[config.mk]
export PLATFORM = sky130hd
export DESIGN_NAME = alu_cmd_ctrl
export DESIGN_NICKNAME = d
export VERILOG_FILES = /design/src/rtl/alu_sys_pkg.sv /design/src/rtl/alu_cmd_ctrl.sv
export SDC_FILE = /design/constraint.sdc
export NUM_CORES = 1
export LEC_CHECK = 0
export BUFFER_PORTS_ARGS = -buffer_cell sky130_fd_sc_hd__buf_4
export CAP_MARGIN = 25
export CORE_ASPECT_RATIO = 1.75
export CORE_MARGIN = 5
export CORE_UTILIZATION = 44
export CTS_CLUSTER_DIAMETER = 200
export DETAILED_ROUTE_END_ITERATION = 12
export PLACE_DENSITY = 0.81
export SETUP_SLACK_MARGIN = 0.2
export SLEW_MARGIN = 20
export SYNTH_ARGS = -nofsm -noshare
export SYNTH_HDL_FRONTEND = slang
export SYNTH_SLANG_ARGS = --single-unit
export TNS_END_PERCENT = 10
[constraint.sdc]
create_clock -name clk -period 1.9 [get_ports clk]
set_input_delay 0.38 -clock clk [delete_from_list [all_inputs] [get_ports clk]]
set_output_delay 0.38 -clock clk [all_outputs]
set_load 0.02 [all_outputs]
[src/rtl/alu_sys_pkg.sv]
// ----------------------------------------------------------------------------
// alu_sys_pkg
//   Shared definitions for the ALU command path:
//     - command header bytes that open a frame on the RX byte stream
//     - ALU function codes carried in the low nibble of the FUN byte
//     - state encoding of the command controller FSM
//     - small helper used to classify FSM states
// ----------------------------------------------------------------------------
package alu_sys_pkg;

    // Frame header bytes
    localparam logic [7:0] CMD_OPS = 8'hCC;  // header, A, B, FUN
    localparam logic [7:0] CMD_FUN = 8'hDD;  // header, FUN (reuse stored A/B)

    // ALU function codes (only FUN[3:0] reaches the ALU)
    localparam logic [3:0] ALU_ADD = 4'b0000;
    localparam logic [3:0] ALU_SUB = 4'b0001;
    localparam logic [3:0] ALU_MUL = 4'b0010;
    localparam logic [3:0] ALU_AND = 4'b0011;
    localparam logic [3:0] ALU_OR  = 4'b0100;
    localparam logic [3:0] ALU_XOR = 4'b0101;
    localparam logic [3:0] ALU_NOT = 4'b0110;
    localparam logic [3:0] ALU_INC = 4'b0111;
    localparam logic [3:0] ALU_DEC = 4'b1000;
    localparam logic [3:0] ALU_SHR = 4'b1101;
    localparam logic [3:0] ALU_SHL = 4'b1110;

    // Command controller states
    typedef enum logic [2:0] {
        S_IDLE    = 3'd0,
        S_GET_A   = 3'd1,
        S_GET_B   = 3'd2,
        S_GET_FUN = 3'd3,
        S_REQ     = 3'd4,
        S_WAIT    = 3'd5,
        S_TX_LO   = 3'd6,
        S_TX_HI   = 3'd7
    } state_t;

    // True while an operation is in flight or its result is being returned;
    // RX bytes arriving in these states cannot be accepted.
    function automatic logic is_busy(input state_t s);
        return (s == S_REQ) || (s == S_WAIT) || (s == S_TX_LO) || (s == S_TX_HI);
    endfunction

endpackage

[src/rtl/alu_cmd_ctrl.sv]
// ----------------------------------------------------------------------------
// alu_cmd_ctrl
//   Command-side initiator for the system ALU. Parses frames from the RX byte
//   stream, drives the ALU operand/function/enable inputs, captures the ALU
//   result and returns it as two bytes (low byte first) over a valid/ready
//   transmit interface.
//
// Ports
//   clk         in   1       system clock, rising edge
//   rst         in   1       asynchronous reset, active low
//   rx_data     in   DATA_W  received byte
//   rx_vld      in   1       rx_data valid, one-cycle pulse per byte
//   alu_a       out  OP_W    ALU operand A (registered, zero-extended byte)
//   alu_b       out  OP_W    ALU operand B (registered, zero-extended byte)
//   alu_fun     out  4       ALU function code (registered)
//   alu_en      out  1       ALU enable, one cycle per operation
//   alu_clk_en  out  1       ALU clock-gate enable, S_REQ through S_WAIT
//   alu_out     in   OUT_W   ALU result
//   alu_valid   in   1       ALU result valid (honoured only in S_WAIT)
//   tx_data     out  DATA_W  result byte to transmitter
//   tx_vld      out  1       tx_data valid, held until tx_ready
//   tx_ready    in   1       transmitter accepts when tx_vld & tx_ready
//   frame_err   out  1       one-cycle pulse: bad header byte or ALU timeout
//   overrun     out  1       one-cycle pulse: RX byte dropped while busy
// ----------------------------------------------------------------------------
module alu_cmd_ctrl
    import alu_sys_pkg::*;
#(
    parameter int DATA_W   = 8,
    parameter int OP_W     = 9,
    parameter int OUT_W    = 16,
    parameter int WAIT_MAX = 15
) (
    input  logic              clk,
    input  logic              rst,
    input  logic [DATA_W-1:0] rx_data,
    input  logic              rx_vld,
    output logic [OP_W-1:0]   alu_a,
    output logic [OP_W-1:0]   alu_b,
    output logic [3:0]        alu_fun,
    output logic              alu_en,
    output logic              alu_clk_en,
    input  logic [OUT_W-1:0]  alu_out,
    input  logic              alu_valid,
    output logic [DATA_W-1:0] tx_data,
    output logic              tx_vld,
    input  logic              tx_ready,
    output logic              frame_err,
    output logic              overrun
);

    // Counter must be able to hold WAIT_MAX-1, the value on the last
    // permitted S_WAIT cycle.
    localparam int CNT_W = (WAIT_MAX > 1) ? $clog2(WAIT_MAX + 1) : 1;

    state_t             state;
    state_t             state_nxt;
    logic [CNT_W-1:0]   wait_cnt;
    logic               wait_done;
    logic [OUT_W-1:0]   res;
    logic               is_ops;
    logic               is_fun;
    logic               frame_err_nxt;
    logic               overrun_nxt;

    assign is_ops    = (rx_data == DATA_W'(CMD_OPS));
    assign is_fun    = (rx_data == DATA_W'(CMD_FUN));
    // The counter starts at 0 on the first S_WAIT cycle, so WAIT_MAX-1 marks
    // the final cycle: S_WAIT lasts at most WAIT_MAX cycles.
    assign wait_done = (wait_cnt == CNT_W'(WAIT_MAX - 1));

    // ------------------------------------------------------------------------
    // State register
    // ------------------------------------------------------------------------
    always_ff @(posedge clk or negedge rst) begin
        if (!rst) begin
            state <= S_IDLE;
        end else begin
            state <= state_nxt;
        end
    end

    // ------------------------------------------------------------------------
    // Next-state logic
    // ------------------------------------------------------------------------
    always_comb begin
        state_nxt = state;
        case (state)
            S_IDLE: begin
                if (rx_vld) begin
                    if (is_ops) begin
                        state_nxt = S_GET_A;
                    end else if (is_fun) begin
                        state_nxt = S_GET_FUN;
                    end
                end
            end
            S_GET_A: begin
                if (rx_vld) state_nxt = S_GET_B;
            end
            S_GET_B: begin
                if (rx_vld) state_nxt = S_GET_FUN;
            end
            S_GET_FUN: begin
                if (rx_vld) state_nxt = S_REQ;
            end
            S_REQ: begin
                state_nxt = S_WAIT;
            end
            S_WAIT: begin
                // A result on the final cycle still wins over the timeout.
                if (alu_valid) begin
                    state_nxt = S_TX_LO;
                end else if (wait_done) begin
                    state_nxt = S_IDLE;
                end
            end
            S_TX_LO: begin
                if (tx_ready) state_nxt = S_TX_HI;
            end
            S_TX_HI: begin
                if (tx_ready) state_nxt = S_IDLE;
            end
            default: begin
                state_nxt = S_IDLE;
            end
        endcase
    end

    // ------------------------------------------------------------------------
    // Output logic
    // ------------------------------------------------------------------------
    always_comb begin
        alu_en        = 1'b0;
        alu_clk_en    = 1'b0;
        tx_vld        = 1'b0;
        tx_data       = '0;
        frame_err_nxt = 1'b0;
        overrun_nxt   = 1'b0;
        case (state)
            S_IDLE: begin
                frame_err_nxt = rx_vld && !is_ops && !is_fun;
            end
            S_REQ: begin
                alu_en     = 1'b1;
                alu_clk_en = 1'b1;
            end
            S_WAIT: begin
                alu_clk_en    = 1'b1;
                frame_err_nxt = !alu_valid && wait_done;
            end
            S_TX_LO: begin
                tx_vld  = 1'b1;
                tx_data = res[DATA_W-1:0];
            end
            S_TX_HI: begin
                tx_vld  = 1'b1;
                tx_data = res[2*DATA_W-1:DATA_W];
            end
            default: begin
            end
        endcase
        // Bytes that arrive while an operation is in flight are discarded.
        overrun_nxt = rx_vld && is_busy(state);
    end

    // ------------------------------------------------------------------------
    // Operand, result, timeout and pulse registers
    // ------------------------------------------------------------------------
    always_ff @(posedge clk or negedge rst) begin
        if (!rst) begin
            alu_a     <= '0;
            alu_b     <= '0;
            alu_fun   <= '0;
            res       <= '0;
            wait_cnt  <= '0;
            frame_err <= 1'b0;
            overrun   <= 1'b0;
        end else begin
            frame_err <= frame_err_nxt;
            overrun   <= overrun_nxt;

            if (rx_vld) begin
                case (state)
                    S_GET_A:   alu_a   <= OP_W'(rx_data);
                    S_GET_B:   alu_b   <= OP_W'(rx_data);
                    S_GET_FUN: alu_fun <= rx_data[3:0];
                    default: begin
                    end
                endcase
            end

            if (state == S_REQ) begin
                wait_cnt <= '0;
            end else if ((state == S_WAIT) && !wait_done) begin
                wait_cnt <= wait_cnt + 1'b1;
            end

            // res only changes on capture, so tx_data is stable while the
            // transmitter stalls.
            if ((state == S_WAIT) && alu_valid) begin
                res <= alu_out;
            end
        end
    end

endmodule
==> impl_metrics.ini, run 1 <==
[outcome]
status = completed

[place]
dpl.hpwl_um = 3320
gpl.final_weighted_congestion = 0.747
numPortBuffers = 61
preCtsSetupSlack_ns = 0.249

[worst_setup_path]
slowest_stage = dfrtp_2
timing.critical_path.to_type = primary output
path_delay_family = flip-flops
critical_path.max_fanout = 6
critical-path-top-cell-by-count = buf_4
r2r_setup_slack_ns = 0.29
arrival_ns = 1.31
worstPathCellList = and2b_2 > buf_4 > buf_4
critPathKind = flip-flop to primary output
critical_path.n_buffers_inverters = 2
worst_path_largest_cell_delay_ns = 0.45
worst_ep_required_time_ns = 1.52
cp-start-kind = flip-flop

[floorplan]
core_area_um2 = 4670
die_width_um = 62.5
num_io_pins = 64
die_h_um = 102
initial_utilization_pct = 45.4
die_area_um2 = 6360
placementRows = 33

[power]
internal-power_w = 0.00285
power.switching_fraction_pct = 35.3
power.net_switching_w = 0.00156
share_of_power_burned_in_registers_pct = 37.8
power_frac_comb_pct = 47.8
clock_power_share_pct = 14.4
leakage_nw = 1.38
power_per_cell_area_nw_per_um2 = 1580
max-vdd-ir-drop_uv = 818

[grt]
grt_pass1_vias = 1534
antenna_found_initial = 0
grt_start_max_net_pins = 46
globalRouteTotalUtil_pct = 14.2
grt_first_pass_wirelength_um = 7110
grt_overflow_total = 0

[yosys]
cell_area_synth_um2 = 2120
dominant_combinational_cell_family_by_area_after_synthesis = multiplexers
synth-seq-area-share_pct = 53.2
synth.mux.area_fraction_pct = 24.7
post-synth-top-area-cell = dfrtp_1
synth_compound_gate_area_share_pct = 3.07
area_contributors_post_synth = dfrtp_1 53%, mux2_2 12%, mux2_4 7.1%
most_common_cell_in_the_synthesized_netlist = dfrtp_1
yosys.area_share.simple_pct = 12.4
yosysWarnings = 0
synth_ff_type = dfrtp_1
post_synth_fa_ha_maj_area_fraction_pct = 1.18
synth-edff-count = 0
netlist_instances = 162
async_reset_ff_share_pct = 100
share_of_the_synthesized_area_in_the_top_cell_type_pct = 53.2
synth_seq_cells = 45
post_synth.cell_area_avg_um2 = 13.1
synth_xor_area_share_pct = 1.24
synth_common_cells = 45 x dfrtp_1, 23 x mux2_2, 13 x nor2_1
synth_cell_types = 37

[timing]
worst_slew_margin_rel_pct = 62.5
final_period_minus_worst_setup_slack_ns = 1.69
timing.fmax_mhz = 591
finalHoldViolCount = 0
final-max-slew-violation-count = 0
postLayoutSetupSlackWorst_ns = 0.209
share_of_the_cycle_needed_by_the_critical_path_after_routing_pct = 89.0
timing.setup.tns_ns = 0
fin_clk_skew_ns = 0.0100
grt_setup_unrepaired = true
worst_pin_slew_ns = 0.563
setup_viol = 0

[route]
remaining_drc_errors = 0
met3_length_um = 154
met2_wirelength_um = 2530
dr.first_iter.drc_count = 16
drt.antenna.violating_nets = 0
drt_pre_antenna_iters = 3
via_count = 1469
vias_per_cell = 5.17
uppermost_layer_routed = met4
wl_met1_um = 1570
drt_wl_total_um = 4360
drt-wirelength-per-cell_um = 15.4

[clocking]
cts_tree = yes
ctsRootBufferMaster = clkbuf_8
ctsLongestPathBuffers = 2
clock_insertion_delay_worst_skew_ns = 0.29
cts.sink_count = 45
clk_pin_slew_worst_paths_ns = 0.09
cts_inserted_buffers = 5
cts_max_level = 2

[layout]
finalNetCount = 262
num_antenna_cells = 0
layout_stage_area_growth_over_the_synthesis_result_pct = 31.7
drive_above_1_share_pct = 53.0

[run]
maxCapViolations = 0

[hold_path]
hold_path.class = input pin to async pin
power groups by stage:
| stage | logic (W) | clock network, W | registers, W |
|---|---|---|---|
| floorplan | 0.00107 | 0 | 0.00190 |
| global placement | 0.00195 | 0 | 0.00168 |
| detailed placement | 0.00199 | 0 | 0.00170 |
| CTS | 0.00207 | 0.000653 | 0.00167 |
| global route | 0.00228 | 0.000685 | 0.00172 |
| finish | 0.00211 | 0.000635 | 0.00167 |
metrics by stage:
step | std cells | util, % | total power (W) | hold WS (ns) | area (um2)
floorplan | 163 | - | 0.00297 | 0.0844 | 2120
global placement | 271 | 55.9 | 0.00363 | 0.407 | 2610
detailed placement | 271 | 55.9 | 0.00369 | 0.411 | 2610
CTS | 282 | 58.8 | 0.00439 | 0.0867 | 2740
global route | 284 | 59.8 | 0.00469 | 0.118 | 2790
finish | 284 | 59.8 | 0.00441 | 0.0640 | 2790
area by class of cell:
cell class / instances / area (um2)
Fill cell: 408 / 1880
Sequential cell: 45 / 1130
Inverter: 5 / 18.8
Clock buffer: 7 / 96.3
Multi-Input combinational cell: 104 / 935
Tap cell: 52 / 65.1
Timing Repair Buffer: 70 / 542
Clock inverter: 1 / 5.00
routing by layer:
metal / GRT usage (%) / vias up
li1: - / 697
met1: 15.0 / 731
met2: 26.1 / 32
met3: 3.22 / 9
met4: 7.19 / 0
met5: 0 / -
path summary, 6_finish.rpt:
| path | cells after the start | end | start |
|---|---|---|---|
| setup / recovery | 3 | alu_clk_en | state[2]$_DFFE_PN0P_ |
| hold / removal | 1 | res[10]$_DFFE_PN0P_ | rst |
| setup reg to reg | 4 | res[2]$_DFFE_PN0P_ | state[1]$_DFFE_PN0P_ |
| hold reg to reg | 1 | res[14]$_DFFE_PN0P_ | res[14]$_DFFE_PN0P_ |
| max in group asynchronous | 1 | state[0]$_DFFE_PN0P_ | rst |
| min in group clk | 2 | res[1]$_DFFE_PN0P_ | alu_out[1] |
sequential cells by signal, indices dropped and copies added, names as in the netlist:
name       count
res           16
alu_a          8
alu_b          8
alu_fun        4
wait_cnt       4
state          3
frame_err      1
overrun        1
cells in the final DEF (no fill, tap or decap), types with 2 or more instances in the layout:
cell type  count
a21oi_1        2
and2_1         2
and3_1         2
buf_4         67
clkbuf_8       7
conb_1         2
dfrtp_1       43
dfrtp_2        2
ha_1           2
inv_1          3
inv_2          2
mux2_1         3
mux2_2        23
mux2_4        10
mux2i_1        8
nand2_1        3
nand3_1        5
nand3_4        2
nand4_1        3
nor2_1        13
nor3_1         2
o21ai_0        4
xnor2_1        2
repair_timing:
item / in CTS / in global routing
setup buffers: 3 / 2
setup endpoints to repair: 10 / 13
hold buffers: 0 / 0
gates resized for setup: 5 / 5
hold endpoints to repair: 0 / 0
pin swaps: 0 / 1
logic make-up after synthesis:
logic type | count (synthesis)
DFF | 45
muxes | 44
and+or+nand+nor | 43
buffers and inverters | 14
AOI/OAI and AO/OA | 10
xor gates and xnor gates | 3
adders and majority gates | 2
other | 1
Note: power is estimated with default switching activity, not from simulation.
==> run 2: changes to the inputs <==
Settings changed: PLACE_DENSITY 0.81 to default, PLACE_DENSITY_LB_ADDON from default to 0.25.
Clock period 1.9 ns to 1.8 ns, I/O delays scaled along.
==> run 2 against run 1 <==
Cell count down 0.35%. Flip-flop and latch count did not move. Die area did not move. Global-route usage is 0.69 points higher. Routed wire length fell by 0.25%. Worst hold slack lost 0.0070 ns. Critical path type unchanged. Largest power group unchanged.
==> impl_metrics.ini, run 2 (synthesis results as in run 1) <==
[outcome]
status = completed

[route]
via_count = 1439
vias_per_cell = 5.08
drt_pre_antenna_iters = 4
drt-wirelength-per-cell_um = 15.4
dr.first_iter.drc_count = 23
drt_wl_total_um = 4350
drt.antenna.violating_nets = 0
remaining_drc_errors = 0

[run]
maxCapViolations = 0

[layout]
layout_stage_area_growth_over_the_synthesis_result_pct = 32.4
fill_cell_instance_count_of_the_final_layout = 402
layout.cells.most_common = buf_4
largest_reg_flops = 16
finalInstanceArea_um2 = 2800
layout.cells.most_common_list = 66 x buf_4, 43 x dfrtp_1, 23 x mux2_2, 11 x nor2_1, 10 x mux2_4
drive_above_1_share_pct = 54.1
num_antenna_cells = 0
largest_register = res
finalNetCount = 261
reg_top3 = res (16), alu_a (8), alu_b (8)

[place]
gpl.final_weighted_congestion = 0.780
numPortBuffers = 61
post_dp_cell_area_um2 = 2620
dpl.hpwl_um = 3180
preCtsSetupSlack_ns = 0.141

[timing]
finalHoldViolCount = 0
timing.fmax_mhz = 605
timing.setup.tns_ns = 0
worst_slew_margin_rel_pct = 62.7
final_period_minus_worst_setup_slack_ns = 1.65
postLayoutSetupSlackWorst_ns = 0.147
grt_setup_unrepaired = true
share_of_the_cycle_needed_by_the_critical_path_after_routing_pct = 91.9
final-max-slew-violation-count = 0
setup_viol = 0
fin_clk_skew_ns = 0.00974
worst_pin_slew_ns = 0.559

[grt]
grt_pass1_vias = 1586
grt_start_max_net_pins = 46
globalRouteTotalUtil_pct = 14.9
antenna_found_initial = 0
grt_overflow_total = 0
grt_first_pass_wirelength_um = 7570

[clocking]
hold_buffers = 0
clk_pin_slew_worst_paths_ns = 0.08
clock_insertion_delay_worst_skew_ns = 0.29
ctsLongestPathBuffers = 2
cts_max_level = 2
cts.sink_count = 45
cts_inserted_buffers = 5
cts_tree = yes
ctsRootBufferMaster = clkbuf_8

[worst_setup_path]
critPathKind = flip-flop to primary output
number_of_cells_on_the_worst_reg_to_reg_path = 3
r2r_setup_slack_ns = 0.18
cp-start-kind = flip-flop
critical_path.max_fanout = 11
timing.rr.start = state[2]$_DFFE_PN0P_
arrival_ns = 1.29
worst_ep_required_time_ns = 1.44
r2r-end = alu_a[7]$_DFFE_PN0P_
timing.critical_path.to_type = primary output

[floorplan]
die_width_um = 62.5
die_h_um = 102
die_area_um2 = 6360
initial_utilization_pct = 45.4
placementRows = 33
num_io_pins = 64
core_area_um2 = 4670

[power]
leakage_nw = 1.35
power_per_cell_area_nw_per_um2 = 1660
fin_total_pwr_w = 0.00466
max-vdd-ir-drop_uv = 965

[hold_path]
hold_path.class = input pin to async pin
-- run 2: layout make-up --
class | count | area (um2) | area share, %
multi-input cells | 104 | 966 | 34.4
clock inverters | 2 | 15.0 | 0.535
inverters | 5 | 18.8 | 0.669
clock buffers | 6 | 72.6 | 2.59
flip-flops and latches | 45 | 1130 | 40.2
repair buffers | 69 | 538 | 19.2
well taps | 52 | 65.1 | 2.32
-- run 2: power breakdown --
group / leakage, nW / internal (W) / switching [W]
Clock: 0.0374 / 0.000274 / 0.000332
Sequential: 0.552 / 0.00148 / 0.000298
Combinational: 0.763 / 0.00121 / 0.00106
Total: 1.35 / 0.00297 / 0.00169
-- run 2: worst max-delay path by stage --
stage	to	from	slack [ns]
2_1_floorplan	tx_data[1]	state[0]$_DFFE_PN0P_	0.20
3_3_place_gp	res[1]$_DFFE_PN0P_	state[2]$_DFFE_PN0P_	0.18
3_5_place_dp	res[1]$_DFFE_PN0P_	state[2]$_DFFE_PN0P_	0.14
4_1_cts	tx_data[0]	state[0]$_DFFE_PN0P_	0.13
5_1_grt	tx_data[1]	state[0]$_DFFE_PN0P_	0.08
6_report	tx_data[0]	state[0]$_DFFE_PN0P_	0.15
-- run 2: metrics by stage --
| stage | utilization (%) | hold WS [ns] | instances |
|---|---|---|---|
| after detailed placement | 56.0 | 0.399 | 270 |
| after floorplan | - | 0.0644 | 163 |
| after global routing | 60.1 | 0.0988 | 283 |
| after CTS | 59.3 | 0.0715 | 283 |
| after global placement | 56.0 | 0.400 | 270 |
| final | 60.1 | 0.0570 | 283 |
-- run 2: layer usage --
layer	wire [um]	up-vias	track usage [%]
li1	-	693	-
met1	1670	705	17.2
met2	2390	36	26.4
met3	220	5	4.22
met4	63	0	4.90
met5	0	-	0
-- run 2: repair_timing --
| action | in CTS | in global routing |
|---|---|---|
| pin swaps | 0 | 2 |
| resized for setup | 9 | 6 |
| endpoints found under the setup margin | 36 | 39 |
| hold endpoints to repair | 0 | 0 |
| setup buffers | 5 | 0 |
-- run 2: worst max-delay path: stages (launching register included) --
cell and delay, ns:
dfrtp_2 0.44, buf_12 0.16, mux2i_4 0.18, nor2_2 0.09, buf_6 0.12
==> run 3: changes to the inputs <==
Settings changed: CAP_MARGIN 25 to default, CORE_ASPECT_RATIO 1.75 to default, SLEW_MARGIN 20 to 40.
==> run 3 against run 2 <==
First-iteration DRC count increased to 3.9 times the previous value. Worst hold slack got worse by 0.012 ns. Clock power increased by 51%. Clock-buffer cell count decreased by 1. Clock skew increased by 0.0024 ns. Critical path depth unchanged. Routed wire length increased by 0.78%. Core utilization increased by 0.92 points. Critical endpoint is now tx_data[3]. Largest cell class unchanged. Highest routed layer unchanged.
==> impl_metrics.ini, run 3 (synthesis results as in run 1) <==
[layout]
finalNetCount = 264
layout_stage_area_growth_over_the_synthesis_result_pct = 35.1
reg_top3 = res (16), alu_a (8), alu_b (8)
num_antenna_cells = 0
largest_reg_flops = 16
finalInstanceArea_um2 = 2860
layout.cells.most_common_list = 69 x buf_4, 43 x dfrtp_1, 23 x mux2_2, 12 x nor2_1, 10 x mux2_4
layout.cells.most_common = buf_4
drive_above_1_share_pct = 55.6
largest_register = res
fill_cell_instance_count_of_the_final_layout = 377

[route]
drt_pre_antenna_iters = 3
drt.antenna.violating_nets = 0
via_count = 1448
drt-wirelength-per-cell_um = 15.2
remaining_drc_errors = 0
vias_per_cell = 5.03
dr.first_iter.drc_count = 89
drt_wl_total_um = 4380

[clocking]
cts.sink_count = 45
cts_tree = yes
clock_insertion_delay_worst_skew_ns = 0.30
cts_inserted_buffers = 5
cts_max_level = 2
clk_pin_slew_worst_paths_ns = 0.09
ctsLongestPathBuffers = 2
ctsRootBufferMaster = clkbuf_8

[worst_setup_path]
cp-start-kind = flip-flop
number_of_cells_on_the_worst_reg_to_reg_path = 4
timing.rr.start = state[1]$_DFFE_PN0P_
r2r-end = res[1]$_DFFE_PN0P_
setup.worst_path.start = state[0]$_DFFE_PN0P_
critPathKind = flip-flop to primary output
critical_path.max_fanout = 9
r2r_setup_slack_ns = 0.19
timing.critical_path.to = tx_data[3]
timing.critical_path.to_type = primary output
arrival_ns = 1.30
worst_ep_required_time_ns = 1.44

[power]
power.net_switching_w = 0.00170
power_per_cell_area_nw_per_um2 = 1730
share_of_power_burned_in_registers_pct = 35.5
max-vdd-ir-drop_uv = 917
power_frac_comb_pct = 46.0
clock_power_share_pct = 18.4
power.switching_fraction_pct = 34.3
internal-power_w = 0.00326
leakage_nw = 1.39

[timing]
finalHoldViolCount = 0
fin_clk_skew_ns = 0.0122
timing.fmax_mhz = 602
final-max-slew-violation-count = 0
worst_slew_margin_rel_pct = 61.9
final_period_minus_worst_setup_slack_ns = 1.66
worst_pin_slew_ns = 0.571
setup_viol = 0
grt_setup_unrepaired = true
timing.setup.tns_ns = 0
share_of_the_cycle_needed_by_the_critical_path_after_routing_pct = 92.4

[hold_path]
hold_path.class = input pin to async pin

[grt]
grt_start_max_net_pins = 46
grt_overflow_total = 0
grt_pass1_vias = 1527
antenna_found_initial = 0
grt_first_pass_wirelength_um = 7330
globalRouteTotalUtil_pct = 14.9

[place]
numPortBuffers = 61
gpl.final_weighted_congestion = 0.826
dpl.hpwl_um = 3110
post_dp_cell_area_um2 = 2620

[run]
maxCapViolations = 0

[floorplan]
die_width_um = 79.4
core_area_um2 = 4690
num_io_pins = 64
initial_utilization_pct = 45.1
placementRows = 25
die_area_um2 = 6300
die_h_um = 79.4

[outcome]
status = completed
==> run 3: cell type report <==
class,instances,area [um2],share of cell area [%]
flip-flops and latches,45,1130,39.4
multi-input cells,104,950,33.2
repair buffers,72,561,19.6
clock buffers,5,68.8,2.40
clock inverters,3,68.8,2.40
well taps,54,67.6,2.36
inverters,5,18.8,0.656
==> run 3: critical path, stage by stage, from the launching register on <==
cell and delay [ns]:
dfrtp_2 0.44, buf_12 0.16, mux2i_1 0.11, nor2_1 0.14, buf_4 0.17
==> run 3: power groups by stage <==
stage | clock [W] | sequential, W | combinational [W]
after floorplan | 0 | 0.00201 | 0.00113
after global placement | 0 | 0.00178 | 0.00208
after detailed placement | 0 | 0.00179 | 0.00211
after CTS | 0.000930 | 0.00176 | 0.00227
after global routing | 0.000958 | 0.00183 | 0.00245
final | 0.000914 | 0.00176 | 0.00228
==> run 3: how the worst min path moves through the flow <==
stage,start,endpoint,slack (ns),depth (start not counted)
after detailed placement,rst,overrun$_DFF_PN0_,0.40,1
after floorplan,rst,alu_a[0]$_DFFE_PN0P_,0.06,0
after CTS,rst,overrun$_DFF_PN0_,0.06,1
after global routing,rst,alu_b[7]$_DFFE_PN0P_,0.11,1
after global placement,rst,alu_b[7]$_DFFE_PN0P_,0.40,1
final,rst,alu_b[7]$_DFFE_PN0P_,0.05,1
==> run 3: metal layers <==
metal  vias to the layer above  part of all wire (%)  wire length [um]  global-route usage (%)
met5                         -                     0                 0                       0
met4                         0                  0.89                39                    4.64
met3                         5                   3.8               167                    3.05
met2                        28                    49              2140                    23.9
met1                       711                    47              2040                    20.3
li1                        704                     -                 -                       -
==> run 3: stage by stage <==
stage	hold WS [ns]	cells	worst slack (ns)	util (%)	power, W
after detailed placement	0.397	272	0.137	55.8	0.00390
after global placement	0.399	272	0.164	55.8	0.00386
after global routing	0.107	288	0.0790	61.0	0.00524
after floorplan	0.0644	163	0.195	-	0.00314
final	0.0452	288	0.138	61.0	0.00496
after CTS	0.0646	286	0.155	60.3	0.00496
==> run 3: what timing repair did <==
| action | in CTS | in global routing |
|---|---|---|
| buffers inserted | 6 | 2 |
| pin swaps | 0 | 3 |
| endpoints found under the setup margin | 36 | 39 |
| resized for setup | 8 | 4 |
| hold buffers | 0 | 0 |
| gates cloned | 0 | 0 |
